===== config.mk =====
export PLATFORM = sky130hd
export DESIGN_NAME = rsa_operand_loader
export DESIGN_NICKNAME = d
export VERILOG_FILES = /design/src/rtl/rsa_operand_loader.sv
export SDC_FILE = /design/constraint.sdc
export NUM_CORES = 1
export LEC_CHECK = 0
export CAP_MARGIN = 40
export CORE_MARGIN = 3
export CORE_UTILIZATION = 30
export CTS_BUF_LIST = sky130_fd_sc_hd__clkbuf_4
export CTS_CLUSTER_DIAMETER = 150
export CTS_CLUSTER_SIZE = 25
export DETAILED_ROUTE_END_ITERATION = 7
export DONT_BUFFER_PORTS = 1
export GPL_TIMING_DRIVEN = 0
export PLACE_DENSITY = 0.56
export SLEW_MARGIN = 20
export SYNTH_ARGS = -nofsm -noshare
export SYNTH_HDL_FRONTEND = slang
export SYNTH_SLANG_ARGS = --single-unit

===== constraint.sdc =====
create_clock -name clk -period 6 [get_ports clk]
set_input_delay 0.6 -clock clk [delete_from_list [all_inputs] [get_ports clk]]
set_output_delay 0.6 -clock clk [all_outputs]
set_load 0.05 [all_outputs]

===== src/rtl/rsa_operand_loader.sv =====
// rtl/rsa_operand_loader.sv - byte-serial RSA operand assembler and validator
// Optional partial-frame idle timeout: define RSA_LOADER_TIMEOUT_EN
module rsa_operand_loader #(
  parameter int TIMEOUT_CYCLES = 1024
) (
  input  logic        clk,
  input  logic        reset_n,
  input  logic        in_valid,
  output logic        in_ready,
  input  logic [7:0]  in_data,
  output logic        out_valid,
  input  logic        out_ready,
  output logic [31:0] out_message,
  output logic [31:0] out_e,
  output logic [31:0] out_n,
  output logic        err,
  output logic [2:0]  err_code
);

  typedef enum logic [2:0] {
    S_COLLECT,
    S_CHECK,
    S_DECIDE,
    S_OFFER,
    S_ERR
  } state_t;

  state_t      state;
  logic [3:0]  cnt;
  logic [31:0] msg_q;
  logic [31:0] e_q;
  logic [31:0] n_q;
  logic [2:0]  chk_code;
  logic        accept;
  logic        expire;
  logic [3:0]  byte_idx;

  assign in_ready = (state == S_COLLECT);
  assign accept   = in_valid && in_ready;

`ifdef RSA_LOADER_TIMEOUT_EN
  logic [15:0] idle;

  assign expire = in_ready && (cnt != 4'd0) && (idle == 16'(TIMEOUT_CYCLES));

  always_ff @(posedge clk or negedge reset_n) begin
    if (!reset_n) begin
      idle <= '0;
    end else if (!in_ready || accept || (cnt == 4'd0) || expire) begin
      idle <= '0;
    end else begin
      idle <= idle + 16'd1;
    end
  end
`else
  logic unused_timeout;

  assign unused_timeout = |TIMEOUT_CYCLES;
  assign expire         = 1'b0;
`endif

  // A byte landing on the expiry cycle starts a fresh frame.
  assign byte_idx = expire ? 4'd0 : cnt;

  always_ff @(posedge clk or negedge reset_n) begin
    if (!reset_n) begin
      state       <= S_COLLECT;
      cnt         <= '0;
      msg_q       <= '0;
      e_q         <= '0;
      n_q         <= '0;
      chk_code    <= '0;
      out_valid   <= 1'b0;
      out_message <= '0;
      out_e       <= '0;
      out_n       <= '0;
      err         <= 1'b0;
      err_code    <= '0;
    end else begin
      err      <= 1'b0;
      err_code <= '0;
      case (state)
        S_COLLECT: begin
          if (expire) begin
            err      <= 1'b1;
            err_code <= 3'd4;
            cnt      <= '0;
          end
          if (accept) begin
            case (byte_idx[3:2])
              2'd0:    msg_q <= {msg_q[23:0], in_data};
              2'd1:    e_q   <= {e_q[23:0], in_data};
              default: n_q   <= {n_q[23:0], in_data};
            endcase
            if (byte_idx == 4'd11) begin
              cnt   <= '0;
              state <= S_CHECK;
            end else begin
              cnt <= byte_idx + 4'd1;
            end
          end
        end
        S_CHECK: begin
          if (n_q < 32'd2)        chk_code <= 3'd1;
          else if (msg_q >= n_q)  chk_code <= 3'd2;
          else if (e_q == 32'd0)  chk_code <= 3'd3;
          else                    chk_code <= 3'd0;
          state <= S_DECIDE;
        end
        S_DECIDE: begin
          if (chk_code == 3'd0) begin
            out_message <= msg_q;
            out_e       <= e_q;
            out_n       <= n_q;
            out_valid   <= 1'b1;
            state       <= S_OFFER;
          end else begin
            err      <= 1'b1;
            err_code <= chk_code;
            state    <= S_ERR;
          end
        end
        S_OFFER: begin
          if (out_ready) begin
            out_valid <= 1'b0;
            state     <= S_COLLECT;
          end
        end
        S_ERR: begin
          // Hold off input for the error pulse cycle.
          state <= S_COLLECT;
        end
        default: state <= S_COLLECT;
      endcase
    end
  end

endmodule


# Word level (Yosys, flattened, before mapping)

Cells that the tools add are included.
Widths: inputs -> output; s select.

Bits in registers: 207
Output and inout port bits: 102
Logic and storage cells: 55

Add/sub/neg operators: 1
$lt $le $gt $ge: 2
Eq/ne operators: 9
Mux-type cells: 16
Bitwise gates (word level): 1
Reductions and logical operators: 14

Operators with widths:

| kind                | number |
|---|---|
| $ge 32x32->1        | 1 |
| $logic_not 32->1    | 1 |
| $lt 32x2->1 const B | 1 |
| $mux 3              | 6 |
| $reduce_and 3->1    | 5 |
| $pmux 3 s4          | 1 |
| $eq 3x2->1 const B  | 2 |
| $logic_not 3->1     | 2 |
| $mux 2              | 3 |
| $add 4x1->4 const B | 1 |
| $eq 4x4->1 const B  | 1 |
| $mux 1              | 4 |
| $mux 4              | 1 |
| $ne 2x1->1 const B  | 2 |
| $ne 2x2->1 const B  | 2 |
| $reduce_and 2->1    | 2 |
| $eq 3x1->1 const B  | 1 |
| $eq 2x1->1 const B  | 1 |
| $logic_not 2->1     | 1 |
| $pmux 1 s2          | 1 |
| $reduce_bool 2->1   | 1 |
| $reduce_or 2->1     | 1 |
| $logic_and 1x1->1   | 1 |
| $not 1->1           | 1 |

# Logic depth before layout (Yosys ltp)

Depth in word-level cells: 4
Mapped depth: 8
Mapped depth without buffers: 7

# Least setup slack after synthesis

OpenSTA, ideal clock, no wires.

Path kind: reg2reg
Start: reg state[1]
End: reg msg_q[26]
Setup time: 127 ps
Arrival: 2,043 ps
Data required time: 5,873 ps
Setup slack: 3,829 ps
Cell stages (with the launch flop): 7
Cells stage by stage: dfrtp_1 > nor3_2 > and2_1 > buf_4 > nand2_2 > buf_6 > mux2_1

Longest elaborated chain between the ends: 3

Ends and longest elaborated chain:

| item                         | line | RTL |
|---|---|---|
| start, declared              | 28   | `state_t state;` |
| start signal, assigned       | 67   | `state <= S_COLLECT;` |
| start signal, assigned       | 97   | `state <= S_CHECK;` |
| start signal, assigned       | 108  | `state <= S_DECIDE;` |
| $logic_not 3->1 *            | 38   | `assign in_ready = (state == S_COLLECT);` |
| named net in_ready           | 9    | `output logic in_ready,` |
| $logic_and 1x1->1            | 39   | `assign accept = in_valid && in_ready;` |
| $reduce_and 3->1 (no line) * | -    |  |
| end signal, assigned         | 91   | `2'd0: msg_q <= {msg_q[23:0], in_data};` |
| end, declared                | 30   | `logic [31:0] msg_q;` |

Mark *: on every way through the listed nets, which the timed path passes. The rest lies on a longest branch.
A chain may end at the register's enable or synchronous reset.

# Worst setup path after layout

Start: reg n_q[13]
End: reg chk_code[1]

Longest elaborated chain between the ends: 3

Ends and longest elaborated chain:

| item                   | line | RTL |
|---|---|---|
| start, declared        | 32   | `logic [31:0] n_q;` |
| start signal, assigned | 93   | `default: n_q <= {n_q[23:0], in_data};` |
| $ge 32x32->1           | 105  | `else if (msg_q >= n_q) chk_code <= 3'd2;` |
| $mux 2                 | 105  |  |
| $mux 2 *               | 104  | `if (n_q < 32'd2) chk_code <= 3'd1;` |
| end signal, assigned   | 104  |  |
| end signal, assigned   | 105  |  |
| end signal, assigned   | 106  | `else if (e_q == 32'd0) chk_code <= 3'd3;` |
| end, declared          | 33   | `logic [2:0] chk_code;` |

Mark *: on every way between the ends. The rest lies on a longest branch, timed or not.

==> results.cfg <==
[outcome]
status = finished clean

[place]
gp_routability_congestion = 0.772
dpl_cell_area_mm2 = 0.00902
detailed_place_hpwl_mm = 14.8
port_buffers = 0

[power_and_ir_drop]
pwr_density_cell_mw_per_mm2 = 586
power.static_leakage_nw = 4.22
ir_worst_vdd_mv = 0.152

[grt]
antenna_violations_before_repair = 1
grt_max_degree = 206
grt-ovfl-total = 0
grt_pass1_wl_mm = 32.2
grt_use_total_pct = 13.4
grt_pass1_vias = 5137

[final_layout]
area.growth.synth_to_final_pct = 7.87
nFillCells = 2866
layout.nets = 722
layout-drive-gt1-share_pct = 22.6
finalInstanceArea_mm2 = 0.00921

[cts]
cts_max_path_buffers = 3
cts.clk_slew.worst_paths_ps = 240
htreeDepth = 1
clockRootBuffer = sky130_fd_sc_hd__clkbuf_4
cts.sinks = 205
tritoncts.num_buffers = 12
cts.repair.resized = 0
clock_insertion_delay_worst_skew_ps = 640
tritoncts = built

[timing]
fin_crit_ps = 2390
worst_clock_skew_ps = 61.4
timing.max_slew.rel_slack_pct = 46.5
final.hold.worst_slack_ps = 61.9
setup_repair_after_global_routing_missed_its_margin = false
max_freq_mhz = 419
timing.final.hold_violations = 0
timing.final.crit_share_pct = 39.8
finalMaxSlewViolations = 0
fin_setup_tns_ps = 0
worst-slew-pin-transition_ps = 802
setup_viol_count_final = 0

[detailed_routing]
dr.pass1.iters = 4
postRouteAntennaNets = 0
drt-wirelength-per-cell_um = 19.1
drc_errors = 0
via_count = 4978
routed_wirelength_mm = 20.2
iteration_0_drc_count_of_the_detailed_router = 250
route.detailed.vias_per_inst = 4.71

[logic_synthesis]
synth_largest_type_area_fraction_pct = 60.1
synth-main-ff-cell = sky130_fd_sc_hd__dfrtp_1
mapped_avg_cell_area_um2 = 13.0
synth-xor-area-share_pct = 0
synth_largest_area_cell = sky130_fd_sc_hd__dfrtp_1
synth_enable_flop_cells = 0
synth_top_family_by_area = multiplexers
syn-num-nets = 703
mappedNetlistArea_mm2 = 0.00854
synthMuxAreaShare_pct = 18.3
synth_fa_ha_area_share_pct = 4.84
yosys_warnings = 0
synth.top_cells.by_area = sky130_fd_sc_hd__dfrtp_1 60%, sky130_fd_sc_hd__mux2_2 14%, sky130_fd_sc_hd__ha_1 4.8%, sky130_fd_sc_hd__mux2_1 4.2%, sky130_fd_sc_hd__o21ai_0 3.6%
synth_compound_gate_area_share_pct = 6.11
synthDistinctLibCells = 44
synth.yosys.seq_area_share_pct = 60.1
synth_cells = 658
synthArstFlopShare_pct = 100
synthSimpleGateAreaFrac_pct = 7.00
yosys_register_bits = 205

[critical_path]
setup.worst_path.start = n_q[13]
worst_r2r_path_depth = 7
critPathArrivalTime_ps = 2980
timing.rr.end = chk_code[1]
worst-path-max-fanout = 3
critical_path_required_ps = 6590
r2r_setup_slack_ps = 3610
reg2reg_from = n_q[13]
critPathCaptureType = flop
timing.setup.critical_path_class = flop to flop
start_kind = flop

[job]
drv.max_cap_violation_count = 0

[worst_hold_path]
min_to = state[0]
min_path_type = input pin to flop
worstHoldStart = out_ready
holdPathStages = 1

[die]
initial_core_util_pct = 30.6
die_area_mm2 = 0.0305
die_y_um = 175
fp.dieW_um = 175
floorplan.io_pins = 114
rows = 61
core_region_area_mm2 = 0.0279
## cells in the mapped netlist (7+ instances only)
master	number
sky130_fd_sc_hd__nor2_1	7
sky130_fd_sc_hd__mux2_2	107
sky130_fd_sc_hd__nand2_1	73
sky130_fd_sc_hd__a21oi_1	12
sky130_fd_sc_hd__dfrtp_1	205
sky130_fd_sc_hd__nand4_1	8
sky130_fd_sc_hd__mux2_1	32
sky130_fd_sc_hd__buf_2	14
sky130_fd_sc_hd__inv_1	35
sky130_fd_sc_hd__ha_1	33
sky130_fd_sc_hd__nor4_1	15
sky130_fd_sc_hd__o21ai_0	61
## power breakdown
part	internal [mW]	switching, mW	total (mW)	leakage [nW]
registers	1.93	1.36	3.29	2.62
clock network	0.110	0.417	0.527	0.0696
logic	0.805	0.776	1.58	1.53
total	2.84	2.55	5.40	4.22
## flip-flops by register name, summed over array words and instances, names as in the netlist
signal,count
out_e,32
out_valid,1
msg_q,32
out_message,32
err,1
state,3
n_q,32
e_q,32
out_n,32
chk_code,2
err_code,2
byte_idx,4
## layout make-up
class,instances,area (um2),share of cell area (%)
buffer,28,175,1.90
multi-input combinational,390,3100,33.7
antenna,2,5.00,0.0543
timing repair buffer,5,76.3,0.829
sequential,205,5130,55.7
inverter,35,131,1.43
clock inverter,1,20.0,0.217
clock buffer,13,97.6,1.06
tap,378,473,5.14
## worst max-delay path, stage by stage (launching register included)
cell	delay, ps
sky130_fd_sc_hd__dfrtp_1	430
sky130_fd_sc_hd__inv_1	120
sky130_fd_sc_hd__ha_1	330
sky130_fd_sc_hd__nand4_1	120
sky130_fd_sc_hd__nor3_1	340
sky130_fd_sc_hd__o2111ai_1	230
sky130_fd_sc_hd__a311oi_1	540
sky130_fd_sc_hd__o41a_1	240
## worst max path at each step
stage | endpoint | slack (ps) | cells past startpoint
floorplan | msg_q[26] | 3830 | 6
global placement | msg_q[27] | 3530 | 6
detailed placement | chk_code[1] | 3650 | 7
CTS | chk_code[1] | 3570 | 7
global route | chk_code[1] | 3460 | 7
finish | chk_code[1] | 3610 | 7
## repair_timing
| item | in CTS | in global routing |
|---|---|---|
| hold buffers | 1 | 1 |
| setup buffers | 0 | 0 |
| endpoints found under the hold margin | 205 | 62 |
## kinds of logic after synthesis
kind of cell,Yosys count
AOI/OAI and AO/OA,93
adders and majority gates,33
buffers and inverters,63
DFF,205
muxes,139
other,1
and+or+nand+nor,124
## cell usage in the layout (no fill, tap or decap), drive strengths merged, types with 7 or more instances in the layout
cell	synthesis	layout
o21ai	67	67
mux2	139	139
ha	33	33
a21oi	12	12
nor2	7	7
clkbuf	6	19
nor4	15	15
nand4	8	8
dfrtp	205	205
buf	22	26
inv	35	36
nand2	74	74
## through the flow
step,utilization [%],power (mW),setup slack [ps],std cells
CTS,32.8,5.48,3570,1053
detailed placement,32.3,4.92,3650,1038
finish,33.0,5.40,3610,1057
global placement,32.3,4.86,3530,1036
floorplan,-,4.34,3830,658
global route,33.0,5.81,3460,1057
## layer usage
metal / track usage (%) / vias up / share of wire, %
li1: - / 2340 / -
met1: 17.6 / 2527 / 43
met2: 21.1 / 88 / 46
met3: 5.00 / 23 / 8.8
met4: 3.06 / 0 / 1.8
met5: 0 / - / 0
(Power assumes the default switching activity.)
